## src/rtl/fetch_pc.sv

```systemverilog
// Program counter and next-PC resolution for the P4 single-cycle MIPS core.
// Define FETCH_PC_RANGE_CHECK_EN to compile in the sticky fetch-address error flag.
module fetch_pc #(
    parameter logic [31:0] PC_RESET = 32'h0000_3000,
    parameter int          IM_WORDS = 4096
) (
    input  logic        clk,
    input  logic        reset,
    input  logic        stall,
    input  logic [1:0]  npc_op,
    input  logic        br_taken,
    input  logic [15:0] imm16,
    input  logic [25:0] index26,
    input  logic [31:0] rs_data,
    output logic [31:0] pc,
    output logic [31:0] pc_plus8,
    output logic [31:0] fetch_cnt,
    output logic        addr_err
);

    typedef enum logic [1:0] {
        NPC_SEQ = 2'b00,
        NPC_BR  = 2'b01,
        NPC_J   = 2'b10,
        NPC_JR  = 2'b11
    } npc_op_e;

    localparam logic [31:0] PC_LAST = PC_RESET + 32'(IM_WORDS * 4) - 32'd4;

    logic [31:0] pc_d, pc_q;
    logic [31:0] fetch_cnt_d, fetch_cnt_q;
    logic [31:0] pc_seq;
    logic [31:0] br_off;
    logic [31:0] npc;

    assign pc_seq = pc_q + 32'd4;
    assign br_off = {{14{imm16[15]}}, imm16, 2'b00};

    always_comb begin
        npc = pc_seq;
        unique case (npc_op_e'(npc_op))
            NPC_SEQ: npc = pc_seq;
            NPC_BR:  npc = br_taken ? pc_seq + br_off : pc_seq;
            // Region bits come from the current pc, not pc + 4.
            NPC_J:   npc = {pc_q[31:28], index26, 2'b00};
            NPC_JR:  npc = {rs_data[31:2], 2'b00};
            default: npc = pc_seq;
        endcase
    end

    always_comb begin
        pc_d        = pc_q;
        fetch_cnt_d = fetch_cnt_q;
        if (!stall) begin
            pc_d        = npc;
            fetch_cnt_d = fetch_cnt_q + 32'd1;
        end
    end

    // NOTE: state registers use non-blocking assignments so every flop samples
    // pre-edge values regardless of process ordering; comb blocks use blocking.
    always_ff @(posedge clk or posedge reset) begin
        if (reset) begin
            pc_q        <= PC_RESET;
            fetch_cnt_q <= '0;
        end else begin
            pc_q        <= pc_d;
            fetch_cnt_q <= fetch_cnt_d;
        end
    end

`ifdef FETCH_PC_RANGE_CHECK_EN
    logic addr_err_d, addr_err_q;
    logic out_of_window;
    logic jr_misaligned;

    assign out_of_window = (npc < PC_RESET) || (npc > PC_LAST);
    assign jr_misaligned = (npc_op_e'(npc_op) == NPC_JR) && (rs_data[1:0] != 2'b00);

    always_comb begin
        addr_err_d = addr_err_q;
        if (!stall && (out_of_window || jr_misaligned)) begin
            addr_err_d = 1'b1;
        end
    end

    always_ff @(posedge clk or posedge reset) begin
        if (reset) begin
            addr_err_q <= 1'b0;
        end else begin
            addr_err_q <= addr_err_d;
        end
    end

    assign addr_err = addr_err_q;
`else
    // Misaligned jr targets are aligned silently; these bits feed nothing.
    logic unused_chk;
    assign unused_chk = ^{rs_data[1:0], PC_LAST};
    assign addr_err   = 1'b0;
`endif

    assign pc        = pc_q;
    assign pc_plus8  = pc_q + 32'd8;
    assign fetch_cnt = fetch_cnt_q;

endmodule

```

## config.mk

```make
export PLATFORM = sky130hd
export DESIGN_NAME = fetch_pc
export DESIGN_NICKNAME = d
export VERILOG_FILES = /design/src/rtl/fetch_pc.sv
export SDC_FILE = /design/constraint.sdc
export NUM_CORES = 1
export LEC_CHECK = 0
export CAP_MARGIN = 20
export CELL_PAD_IN_SITES_DETAIL_PLACEMENT = 1
export CELL_PAD_IN_SITES_GLOBAL_PLACEMENT = 1
export CORE_ASPECT_RATIO = 0.7
export CORE_MARGIN = 8
export CORE_UTILIZATION = 35
export CTS_CLUSTER_SIZE = 28
export DETAILED_ROUTE_END_ITERATION = 8
export HOLD_SLACK_MARGIN = 0.1
export PLACE_DENSITY_LB_ADDON = 0.1
export SLEW_MARGIN = 0
export SYNTH_ARGS = -nofsm -noshare
export SYNTH_HDL_FRONTEND = slang
export SYNTH_SLANG_ARGS = --single-unit
```

## constraint.sdc

```tcl
create_clock -name clk -period 4.95 [get_ports clk]
set_clock_uncertainty 0.2 [all_clocks]
set_input_delay 0.495 -clock clk [delete_from_list [all_inputs] [get_ports clk]]
set_output_delay 0.495 -clock clk [all_outputs]
set_load 0.02 [all_outputs]
```

==> impl_metrics.ini, run 1 <==
[status]
run_status = finished clean

[global_route]
grt_pass1_vias = 6619
grtUsageMet2_pct = 35.2
grt_use_met3_pct = 3.55
gr-total-overflow = 0
antenna_violations_before_repair = 0
layer_with_the_highest_usage_after_global_routing = met2
grt_first_pass_wirelength_mm = 38.7
grt_start_max_net_pins = 47
globalRouteMet1Util_pct = 32.8
grt_usage_pct = 22.8

[synthesis]
ys_seq_area_share_pct = 26.0
synth_cell_types = 71
synthCells = 753
ys_dominant_reg_cell = sky130_fd_sc_hd__dfrtp_1
synth.avg_cell_area_sq_um = 7.94
synthesis.yosys.warnings = 0
synth_edf_count = 0
synth_area_sq_mm = 0.00598
synth-seq-cells = 62
synth-async-reset-ratio_pct = 100

[die]
ioPinCount = 177
die_h_um = 125
rows = 40
core_area_sq_mm = 0.0169
dieWidth_um = 172
floorplan.initialDensity_pct = 35.3
die-area_sq_mm = 0.0216

[setup_path]
worst_setup_path_end_kind = flip-flop
worstPathMaxFanout = 8
critical_path_arrival_ps = 4740
critPathRequiredTime_ps = 5020
worst-setup-path-type = reg -> reg
reg2reg_setup_slack_ps = 280
start_kind = flip-flop

[timing]
rsz0062_at_grt = no
fin_tns_setup_ps = 0
timing.final.crit_period_ps = 4670
finalHoldViolCount = 0
fin_crit_sh_pct = 94.3
fmaxAchievable_mhz = 214
max_slew.worst_pin.slew_ps = 711
timing.slew.headroom_pct = 52.4
report.final.slew_viol_count = 0
setup_viol = 0

[placement]
gp_congestion = 0.864
detailed_place.area_sq_mm = 0.00793
i_o_buffers = 169
post-dp-hpwl_mm = 19.7

[routing]
vias = 6390
drt-total-wl_mm = 25.0
detail_route.first_pass.iterations = 5
drt-wirelength-per-cell_um = 21.6
vias_per_cell = 5.53
drt.antenna.violating_nets = 0
detail_route.iter0.violations = 486
detail_route.drc_violations = 0

[power]
power.leakage_nw = 3.43
power.net_switching_mw = 1.17
power_density_mw_per_mm2 = 335
irDropWorstVdd_uv = 174
p_comb_share_pct = 50.4
sw_frac_of_total_pct = 42.5
seq_power_share_pct = 26.5
p_int_mw = 1.59
clkPwrFrac_pct = 23.1

[clock_tree]
cts_buffer_depth = 2
post-cts-setup-buffers = 0
number_of_cts_inserted_buffers = 9
worst_setup_hold_path_clk_slew_ps = 60
cts_root_buffer = sky130_fd_sc_hd__clkbuf_16
cts_num_sinks = 62
cts.htree.levels = 3
tritoncts = done
clkLatencyLatePin_ps = 330

[layout]
fillerInstances = 2065
regArea_sq_mm = 0.00156
multi_input_area_sq_mm = 0.00413
inserted_diodes = 0
syn2layout_area_growth_pct = 37.8
number_of_nets_in_the_finished_design = 1039
drive_above_1_share_pct = 6.17
layout.cell_area.non_filler_sq_mm = 0.00823

[job]
drv.max_cap_violation_count = 0

[min_path]
worst_hold_path_type = reg -> reg
-- cell usage after synthesis, types with 9 or more instances --
cell type,number,area [sq um]
sky130_fd_sc_hd__ha_1,39,488
sky130_fd_sc_hd__o22ai_1,9,56.3
sky130_fd_sc_hd__clkbuf_1,18,67.6
sky130_fd_sc_hd__a21oi_1,46,230
sky130_fd_sc_hd__nor2_1,61,229
sky130_fd_sc_hd__mux2i_1,9,90.1
sky130_fd_sc_hd__nand2_1,96,360
sky130_fd_sc_hd__buf_4,10,75.1
sky130_fd_sc_hd__nand2b_1,10,62.6
sky130_fd_sc_hd__a211oi_1,10,75.1
sky130_fd_sc_hd__o21ai_0,45,225
sky130_fd_sc_hd__xnor2_1,65,569
sky130_fd_sc_hd__xor2_1,40,350
sky130_fd_sc_hd__nand3_1,31,155
sky130_fd_sc_hd__nor3_1,17,85.1
sky130_fd_sc_hd__inv_1,25,93.8
sky130_fd_sc_hd__a21o_1,11,82.6
sky130_fd_sc_hd__nand4_1,15,93.8
sky130_fd_sc_hd__dfrtp_1,60,1500
sky130_fd_sc_hd__and3_1,15,93.8
-- power groups by stage --
stage | Sequential (mW) | Combinational (mW) | Clock (mW)
floorplan | 0.761 | 0.755 | 0
global placement | 0.727 | 1.34 | 0
detailed placement | 0.734 | 1.37 | 0
CTS | 0.726 | 1.38 | 0.644
global route | 0.744 | 1.49 | 0.668
finish | 0.730 | 1.39 | 0.637
-- kinds of logic after synthesis --
kind of cell    after synthesis  synth area share [%]
fa+ha+maj                    40                  8.50
compound gates              182                  19.5
buf+inv                      68                  5.32
simple gates                281                  22.7
mux                          13                  2.26
flops                        62                  26.0
other cells                   1                0.0628
xor+xnor                    106                  15.7
-- cell type report --
class	instances	share of cell area [%]
Multi-Input combinational cell	627	50.1
Timing Repair Buffer	193	22.7
Sequential cell	62	18.9
Tap cell	231	3.51
Clock buffer	10	2.78
Inverter	26	1.19
Clock inverter	6	0.760
-- final timing paths --
check	start	to	cells after the start
max reg2reg	pc[6]$_DFFE_PP0N_	pc[30]$_DFFE_PP0P_	17
min reg2reg	fetch_cnt[31]$_DFFE_PP0N_	fetch_cnt[31]$_DFFE_PP0N_	1
max in group asynchronous	reset	pc[12]$_DFFE_PP1N_	3
min in group asynchronous	reset	fetch_cnt[1]$_DFFE_PP0N_	2
min	fetch_cnt[31]$_DFFE_PP0N_	fetch_cnt[31]$_DFFE_PP0N_	1
max	pc[6]$_DFFE_PP0N_	pc[30]$_DFFE_PP0P_	17
-- metrics by stage --
| stage | utilization, % | hold WS, ps | instances | worst slack [ps] | power [mW] |
|---|---|---|---|---|---|
| finish | 48.7 | 276 | 1155 | 281 | 2.75 |
| global route | 48.7 | 309 | 1155 | 16.7 | 2.91 |
| CTS | 48.6 | 281 | 1155 | 349 | 2.75 |
| detailed placement | 46.9 | 270 | 1139 | 374 | 2.11 |
| global placement | 46.9 | 259 | 1139 | 465 | 2.07 |
| floorplan | - | 353 | 757 | 818 | 1.52 |
-- critical path, stage by stage (launching register included) --
cell                       delay, ps
sky130_fd_sc_hd__dfrtp_1         530
sky130_fd_sc_hd__and4_4          330
sky130_fd_sc_hd__and2_1          160
sky130_fd_sc_hd__nand2_1         110
sky130_fd_sc_hd__nor2_1          300
sky130_fd_sc_hd__nand4_1         160
sky130_fd_sc_hd__xnor2_1         160
sky130_fd_sc_hd__buf_4           160
sky130_fd_sc_hd__ha_1            350
sky130_fd_sc_hd__a21oi_1         220
sky130_fd_sc_hd__nor2b_1          70
sky130_fd_sc_hd__nor2_1          230
sky130_fd_sc_hd__o211ai_1        150
sky130_fd_sc_hd__a31oi_1         350
sky130_fd_sc_hd__a21oi_1         170
sky130_fd_sc_hd__or3_1           440
sky130_fd_sc_hd__a2111o_1        420
sky130_fd_sc_hd__nand3_1          80
-- sequential cells by signal, indices dropped and copies added, names as in the netlist --
name,count
fetch_cnt,32
pc,30
-- placed cells by master (no fill, tap or decap), drive strengths merged, types with 8 or more instances in the layout --
cell type,count
clkbuf,10
buf,24
and3,15
o21ai,47
nand4,15
inv,25
nand3,33
xor2,41
nor2,61
a21oi,46
xnor2,65
a211oi,10
nor3,18
dfrtp,60
o22ai,9
a31oi,8
ha,39
nand2,96
clkdlybuf4s50,169
a221oi,8
a21o,11
mux2i,9
nand2b,10
-- timing repair --
| action | 4_1_cts | 5_1_grt |
|---|---|---|
| hold buffers | 0 | 0 |
| resized for setup | 0 | 3 |
| endpoints found under the setup margin | 0 | 2 |
-- routing by layer --
| layer | share of wire (%) | up-vias | routed length (um) |
|---|---|---|---|
| li1 | - | 2995 | - |
| met1 | 49 | 3138 | 12100 |
| met2 | 44 | 237 | 10900 |
| met3 | 6.5 | 20 | 1620 |
| met4 | 1.2 | 0 | 297 |
| met5 | 0 | - | 0 |
Power figures use the tool's default switching activity.
==> run 2: changes to the inputs <==
--- a/config.mk
+++ b/config.mk
@@ -19,3 +19,4 @@
 export SYNTH_ARGS = -nofsm -noshare
 export SYNTH_HDL_FRONTEND = slang
 export SYNTH_SLANG_ARGS = --single-unit
+export TNS_END_PERCENT = 20
==> results of run 2 <==
Final layout, timing and power as in run 1 (identical DEF).
==> run 3: changes to the inputs <==
--- a/config.mk
+++ b/config.mk
@@ -5,7 +5,6 @@
 export SDC_FILE = /design/constraint.sdc
 export NUM_CORES = 1
 export LEC_CHECK = 0
-export CAP_MARGIN = 20
 export CELL_PAD_IN_SITES_DETAIL_PLACEMENT = 1
 export CELL_PAD_IN_SITES_GLOBAL_PLACEMENT = 1
 export CORE_ASPECT_RATIO = 0.7
==> results of run 3 <==
Final layout, timing and power as in run 1 (identical DEF).
